File: config.mk
export PLATFORM = sky130hd
export DESIGN_NAME = usb_tx_packet_arbiter
export DESIGN_NICKNAME = d
export VERILOG_FILES = /design/src/rtl/usb_tx_arb_pkg.sv /design/src/rtl/usb_tx_packet_arbiter_rr_pick.sv /design/src/rtl/usb_tx_packet_arbiter.sv
export SDC_FILE = /design/constraint.sdc
export NUM_CORES = 1
export LEC_CHECK = 0
export CAP_MARGIN = 20
export CORE_UTILIZATION = 49
export DETAILED_ROUTE_END_ITERATION = 10
export PLACE_DENSITY = 0.81
export SLEW_MARGIN = 20
export SYNTH_ARGS = -nofsm -noshare
export SYNTH_HDL_FRONTEND = slang
export SYNTH_SLANG_ARGS = --single-unit
export TNS_END_PERCENT = 5
File: constraint.sdc
create_clock -name i_clk -period 2.9 [get_ports i_clk]
set_input_delay 0.58 -clock i_clk [delete_from_list [all_inputs] [get_ports i_clk]]
set_output_delay 0.58 -clock i_clk [all_outputs]
set_load 0.01 [all_outputs]
File: src/rtl/usb_tx_arb_pkg.sv
// Shared types and widths for the USB upstream packet arbiter and its round-robin picker.
// Holds no logic: constants, the FSM encoding and a width helper only.
package usb_tx_arb_pkg;

   localparam int WORD_W  = 16;
   localparam int GRANT_W = 2;

   typedef enum logic [1:0] {
      ST_IDLE = 2'd0,
      ST_HDR  = 2'd1,
      ST_BODY = 2'd2
   } state_t;

   // Enough bits to hold every body count from 0 up to max_words.
   function automatic int remain_w(input int max_words);
      return $clog2(max_words + 1);
   endfunction

endpackage

File: src/rtl/usb_tx_packet_arbiter_rr_pick.sv
// Round-robin selector: first requester after i_last, wrapping modulo N_SRC.
// Purely combinational, zero latency; the owner decides when a pick is committed.
module rr_pick
   import usb_tx_arb_pkg::*;
#(
   parameter int N_SRC = 2
) (
   input  logic [N_SRC-1:0]   i_req,
   input  logic [GRANT_W-1:0] i_last,
   output logic [GRANT_W-1:0] o_idx,
   output logic               o_valid
);

   localparam int SLOTS = 1 << GRANT_W;

   logic [SLOTS-1:0] w_req;

   for (genvar g = 0; g < SLOTS; g++) begin : g_req
      if (g < N_SRC) begin : g_live
         assign w_req[g] = i_req[g];
      end else begin : g_unused
         assign w_req[g] = 1'b0;
      end
   end

   function automatic logic [GRANT_W-1:0] wrap_inc(input logic [GRANT_W-1:0] base,
                                                   input int step);
      int s;
      s = int'(base) + step;
      if (s >= N_SRC) s = s - N_SRC;
      return s[GRANT_W-1:0];
   endfunction

   // Walk from the farthest candidate to the nearest so the nearest one wins.
   always_comb begin
      o_idx   = i_last;
      o_valid = 1'b0;
      for (int k = N_SRC; k >= 1; k--) begin
         if (w_req[wrap_inc(i_last, k)]) begin
            o_idx   = wrap_inc(i_last, k);
            o_valid = 1'b1;
         end
      end
   end

endmodule

File: src/rtl/usb_tx_packet_arbiter.sv
// Packet-granular round-robin arbiter onto one FWFT upstream port; grant one cycle after ready in IDLE.
// Data path is combinational (pop follows i_tx_rd_en same cycle); stalled packets are aborted by a watchdog.
module usb_tx_packet_arbiter
   import usb_tx_arb_pkg::*;
#(
   parameter int N_SRC     = 2,
   parameter int MAX_WORDS = 1024,
   parameter int TIMEOUT   = 4096
) (
   input  logic                    i_clk,
   input  logic                    i_rst_n,
   input  logic                    i_en,
   input  logic [N_SRC-1:0]        i_src_pkt_ready,
   input  logic [N_SRC-1:0]        i_src_empty,
   input  logic [WORD_W*N_SRC-1:0] i_src_data,
   output logic [N_SRC-1:0]        o_src_rd_en,
   output logic [WORD_W-1:0]       o_tx_data,
   output logic                    o_tx_empty,
   input  logic                    i_tx_rd_en,
   output logic [GRANT_W-1:0]      o_grant,
   output logic                    o_busy,
   output logic                    o_len_err,
   output logic                    o_timeout_err,
   output logic [15:0]             o_pkt_count
);

   localparam int SLOTS = 1 << GRANT_W;
   localparam int REM_W = remain_w(MAX_WORDS);
   localparam int WD_W  = $clog2(TIMEOUT + 1);

   localparam logic [REM_W-1:0]  MAX_REM   = REM_W'(MAX_WORDS);
   localparam logic [WORD_W-1:0] MAX_LEN   = WORD_W'(MAX_WORDS);
   localparam logic [WD_W-1:0]   WD_LAST   = WD_W'(TIMEOUT - 1);
   localparam logic [GRANT_W-1:0] LAST_RST = GRANT_W'(N_SRC - 1);

   state_t              r_state;
   state_t              w_state_nxt;
   logic [GRANT_W-1:0]  r_grant;
   logic [GRANT_W-1:0]  r_last;
   logic [REM_W-1:0]    r_remain;
   logic [WD_W-1:0]     r_wd;
   logic                r_len_err;
   logic                r_timeout_err;
   logic [15:0]         r_pkt_count;

   logic [WORD_W-1:0]   w_words [SLOTS];
   logic [SLOTS-1:0]    w_empty;
   logic [WORD_W-1:0]   w_head;
   logic                w_src_empty;
   logic                w_active;
   logic                w_pop;
   logic                w_over;
   logic [REM_W-1:0]    w_load_val;
   logic                w_abort;
   logic [GRANT_W-1:0]  w_pick_idx;
   logic                w_pick_vld;
   logic                w_grant_go;
   logic                w_hdr_load;
   logic                w_complete;

   // Pad the source vectors to the full grant index range so selection by r_grant is width-exact.
   for (genvar g = 0; g < SLOTS; g++) begin : g_src
      if (g < N_SRC) begin : g_live
         assign w_words[g] = i_src_data[WORD_W*g +: WORD_W];
         assign w_empty[g] = i_src_empty[g];
      end else begin : g_unused
         assign w_words[g] = '0;
         assign w_empty[g] = 1'b1;
      end
   end

   rr_pick #(
      .N_SRC   (N_SRC)
   ) u_rr_pick (
      .i_req   (i_src_pkt_ready),
      .i_last  (r_last),
      .o_idx   (w_pick_idx),
      .o_valid (w_pick_vld)
   );

   assign w_head      = w_words[r_grant];
   assign w_src_empty = w_empty[r_grant];
   assign w_active    = (r_state == ST_HDR) || (r_state == ST_BODY);
   assign o_tx_empty  = !w_active || w_src_empty;
   assign o_tx_data   = w_head;
   assign w_pop       = i_tx_rd_en && !o_tx_empty;
   assign w_over      = w_head > MAX_LEN;
   assign w_load_val  = w_over ? MAX_REM : REM_W'(w_head);
   // Any pop needs a non-empty source, which also clears the watchdog, so abort and completion never coincide.
   assign w_abort     = w_active && w_src_empty && (r_wd == WD_LAST);

   always_comb begin
      o_src_rd_en = '0;
      for (int i = 0; i < N_SRC; i++) begin
         o_src_rd_en[i] = w_pop && (r_grant == GRANT_W'(i));
      end
   end

   always_ff @(posedge i_clk or negedge i_rst_n) begin
      if (!i_rst_n) begin
         r_state <= ST_IDLE;
      end else begin
         r_state <= w_state_nxt;
      end
   end

   always_comb begin
      w_state_nxt = r_state;
      w_grant_go  = 1'b0;
      w_hdr_load  = 1'b0;
      w_complete  = 1'b0;
      case (r_state)
         ST_IDLE: begin
            if (i_en && w_pick_vld) begin
               w_grant_go  = 1'b1;
               w_state_nxt = ST_HDR;
            end
         end
         ST_HDR: begin
            if (w_abort) begin
               w_state_nxt = ST_IDLE;
            end else if (w_pop) begin
               w_hdr_load = 1'b1;
               if (w_load_val == '0) begin
                  w_complete  = 1'b1;
                  w_state_nxt = ST_IDLE;
               end else begin
                  w_state_nxt = ST_BODY;
               end
            end
         end
         ST_BODY: begin
            if (w_abort) begin
               w_state_nxt = ST_IDLE;
            end else if (w_pop && (r_remain == REM_W'(1))) begin
               w_complete  = 1'b1;
               w_state_nxt = ST_IDLE;
            end
         end
         default: w_state_nxt = ST_IDLE;
      endcase
   end

   always_ff @(posedge i_clk or negedge i_rst_n) begin
      if (!i_rst_n) begin
         r_grant       <= '0;
         r_last        <= LAST_RST;
         r_remain      <= '0;
         r_wd          <= '0;
         r_len_err     <= 1'b0;
         r_timeout_err <= 1'b0;
         r_pkt_count   <= '0;
      end else begin
         if (w_grant_go) r_grant <= w_pick_idx;

         if (w_hdr_load) begin
            r_remain <= w_load_val;
         end else if ((r_state == ST_BODY) && w_pop) begin
            r_remain <= r_remain - REM_W'(1);
         end

         if (!w_active || !w_src_empty || w_abort) begin
            r_wd <= '0;
         end else begin
            r_wd <= r_wd + WD_W'(1);
         end

         if (w_hdr_load && w_over) r_len_err <= 1'b1;
         if (w_abort) r_timeout_err <= 1'b1;
         // An aborted source also drops to lowest priority.
         if (w_complete || w_abort) r_last <= r_grant;
         if (w_complete) r_pkt_count <= r_pkt_count + 16'd1;
      end
   end

   assign o_grant       = r_grant;
   assign o_busy        = w_active;
   assign o_len_err     = r_len_err;
   assign o_timeout_err = r_timeout_err;
   assign o_pkt_count   = r_pkt_count;

endmodule

==> results.md <==
* Status: completed
* Clock root cell: clkbuf_8
* Final Hold Fails at 0
* Critical Path RT at 2.32 ns
* Vias at 2631
* Post-Synth Adder-Cell Area at 0.02990
* Maximum clock rate at about 350 MHz
* Insertion delay to the later sink of the worst-skew pair at ~0.3 ns
* Die Y at 79.32 µm
* Main combinational cell family by area after synthesis: simple AND/OR/NAND/NOR gates
* Sequential fraction of the synthesis area at 0.4105
* FF-to-FF End: o_pkt_count[15]
* Met1 WL at 3.269 mm
* Max VDD drop at 564.8 µV
* DR WL met2 at 3.780 mm
* Fillers at 420
* Worst min path class: input port to async pin
* Pin count of the biggest net entering global routing at 28
* IO Count at 80
* DRC errors left at 0
* CTS Buffer Depth at 2
* Avg Cell Area, Syn at 9.358 µm²
* Synth Area in Simple Gates at 0.2584
* Cts hold-fix bufs at 0
* CTS clk-pin slew, worst paths at ~0.090 ns
* P_leak at 1.766 nW
* Synth Warn # at 0
* Initial core utilization at 0.5192
* Width of the chip at a little under 80 µm
* Clock Skews at about 0.011 ns
* CP Capture Type: output pin
* DPL Wire Length at 5.672 mm
* Post-CTS Setup Bufs at 0
* Post-Synth XOR/XNOR Area at 0.06877
* Crit-path max FO at 3
* Syn Std Cell Area at approximately 0.0029 mm²
* CTS tree: built
* Port buffer count at slightly below 80
* Layout cell share with drive strength beyond 1 at 0.1117
* Post-synth top flop: dfrtp_1
* Worst Path Arrival at 2.24 ns
* Total negative slack at 0 ns
* Post-CTS sizing at 0
* Routed Antenna Nets at 0
* WL/cell at 15.56 µm
* Final Max Tran Viols at 0
* Antenna violations before repair at 0
* Synth top cells by count: 47 x dfrtp_1, 36 x nor2_1, 24 x nand2_1
* Worst Tran Pin Value at between 0.7 and 0.8 ns
* N_diodes at 0
* RSZ-0062 raised after global routing: false
* Leading area contributor after synthesis: dfrtp_1
* H-tree Lvls at 2
* Critical Path Start Type: input port
* Final min period at 2.821 ns
* Synth top area share at 0.4015
* Gate Count Post-Synth at 313
* Area contributors post-synth: dfrtp_1 40%, mux2i_1 5.8%, xor2_1 4.8%, nor2_1 4.6%, nand2_1 3.1%
* R2R Path Start: r_state[0]
* Iteration count of the initial detailed-routing pass at 6
* Mux cell area share after synthesis at 0.06963
* Total wire length at ~7.4 mm
* DP Area at 0.003874 mm²
* R2r setup slk at roughly 0.42 ns
* Final instance area at 0.004026 mm²
* CTS Buf Count at 5
* Critical Path Start: i_src_empty[0]
* Net Count, Synth at 360
* Most frequent cell after synthesis: dfrtp_1
* Top Layer Used: met4
* Core area at 0.005642 mm²
* Compound-Gate Fraction of Synth Area at 0.1307
* Maxcap violations at 0
* Synth cell types at 52
* Async set-or-reset flop fraction in the synthesized netlist at 1.000
* Reg2Reg Depth at 9
* Die Area at 0.006291 mm²
* Layout area overhead at 37.46%
* Yosys reg bits at 48
* Worst Setup Path Type: input port to output pin
* Via density per instance at 5.539
* GPL Wtd Cong at 0.8388
* Final Net Count at 449
* Power Density at 665.2 mW/mm²
* Slew HR at 0.4717
* Post-synth EDFFs at 0
* Period utilisation layout at 0.9727
* Tot GR Track Use at 0.2444
* Met3 routed WL at 255 µm
* First-pass GRT wire length at 12.09 mm
* Num Clock Sinks at 48
* Std cell rows at 27
* Iter 0 DRT Violations at between 100 and 150
* Number of global-route vias before repair at around 2600
* Total grt overflow at 0
* Setup Viol. Count Final at 0
## worst max-delay path by stage
stage,end,slack (ns),cells past startpoint
after floorplan,o_src_rd_en[0],0.58,5
after detailed placement,o_pkt_count[15],0.002,8
after global placement,o_src_rd_en[0],0.05,5
after CTS,o_src_rd_en[0],0.04,5
after global routing,o_src_rd_en[1],0.01,6
final,o_src_rd_en[1],0.08,6
## worst max-delay path: stages
cell and delay [ns]:
clkdlybuf4s50_1 0.40, mux2_2 0.27, buf_4 0.15, nor3_2 0.17, and2_1 0.14, clkdlybuf4s50_1 0.54
## sequential cells by signal, indices dropped and copies added, names as in the netlist
signal	cells
o_grant	2
o_len_err	1
o_pkt_count	16
o_timeout_err	1
r_last	2
r_remain	11
r_state	2
r_wd	13
## area by class of cell
cell class,instances,area [µm²],area share
multi-input cells,243,1645,0.4086
flip-flops and latches,48,1202,0.2986
repair buffers,94,913.4,0.2268
well taps,72,90.09,0.02237
clock buffers,5,68.82,0.01709
clock inverters,3,68.82,0.01709
inverters,10,37.54,0.009323
## cells by family after synthesis
family | count (synthesis)
buffers and inverters | 22
and+or+nand+nor | 135
AOI/OAI and AO/OA | 58
muxes | 20
adders and majority gates | 7
DFF | 48
xor gates and xnor gates | 23
## per-layer routing
| metal | vias to the layer above | track usage |
|---|---|---|
| met5 | - | 0 |
| met4 | 0 | 0.06000 |
| met3 | 8 | 0.04138 |
| met2 | 54 | 0.4198 |
| met1 | 1273 | 0.3185 |
| li1 | 1296 | - |
## placed cells by master, fill, tap and decap left out, types with 2 or more instances in the layout
| cell | n |
|---|---|
| a211o_1 | 3 |
| a21o_1 | 3 |
| a21oi_1 | 17 |
| a32oi_1 | 2 |
| and2_1 | 5 |
| and3_1 | 5 |
| and4_1 | 3 |
| buf_4 | 14 |
| bufinv_16 | 2 |
| clkbuf_8 | 5 |
| clkdlybuf4s50_1 | 77 |
| dfrtp_1 | 47 |
| ha_1 | 6 |
| inv_1 | 10 |
| mux2_2 | 3 |
| mux2i_1 | 17 |
| nand2_1 | 24 |
| nand2b_1 | 5 |
| nand3_1 | 11 |
| nand4_1 | 3 |
| nand4b_1 | 4 |
| nor2_1 | 36 |
| nor3_1 | 8 |
| nor3_2 | 4 |
| nor3b_1 | 2 |
| nor3b_2 | 2 |
| nor4_1 | 7 |
| o21a_1 | 3 |
| o21ai_0 | 17 |
| o22ai_1 | 2 |
| o31ai_1 | 3 |
| or2_2 | 3 |
| or3_1 | 3 |
| or4_1 | 3 |
| xnor2_1 | 7 |
| xor2_1 | 16 |
## power breakdown
| group | switching (mW) | internal, mW | leakage, nW |
|---|---|---|---|
| logic | 0.632 | 0.586 | 1.05 |
| clock network | 0.237 | 0.347 | 0.0687 |
| registers | 0.106 | 0.770 | 0.647 |
| total | 0.975 | 1.70 | 1.77 |
## per-stage QoR
| step | power (mW) | utilization | instances | hold WS, ns | setup WS, ns |
|---|---|---|---|---|---|
| after CTS | 2.663 | 0.7110 | 475 | 0.2333 | 0.04270 |
| after floorplan | 1.556 | - | 313 | 0.2844 | 0.5775 |
| after global placement | 2.040 | 0.6866 | 467 | 0.4430 | 0.04882 |
| final | 2.678 | 0.7137 | 475 | 0.2186 | 0.07929 |
| after global routing | 2.833 | 0.7137 | 475 | 0.2523 | 0.01338 |
| after detailed placement | 2.065 | 0.6866 | 467 | 0.4454 | 0.002394 |
Power figures use the tool's default switching activity.
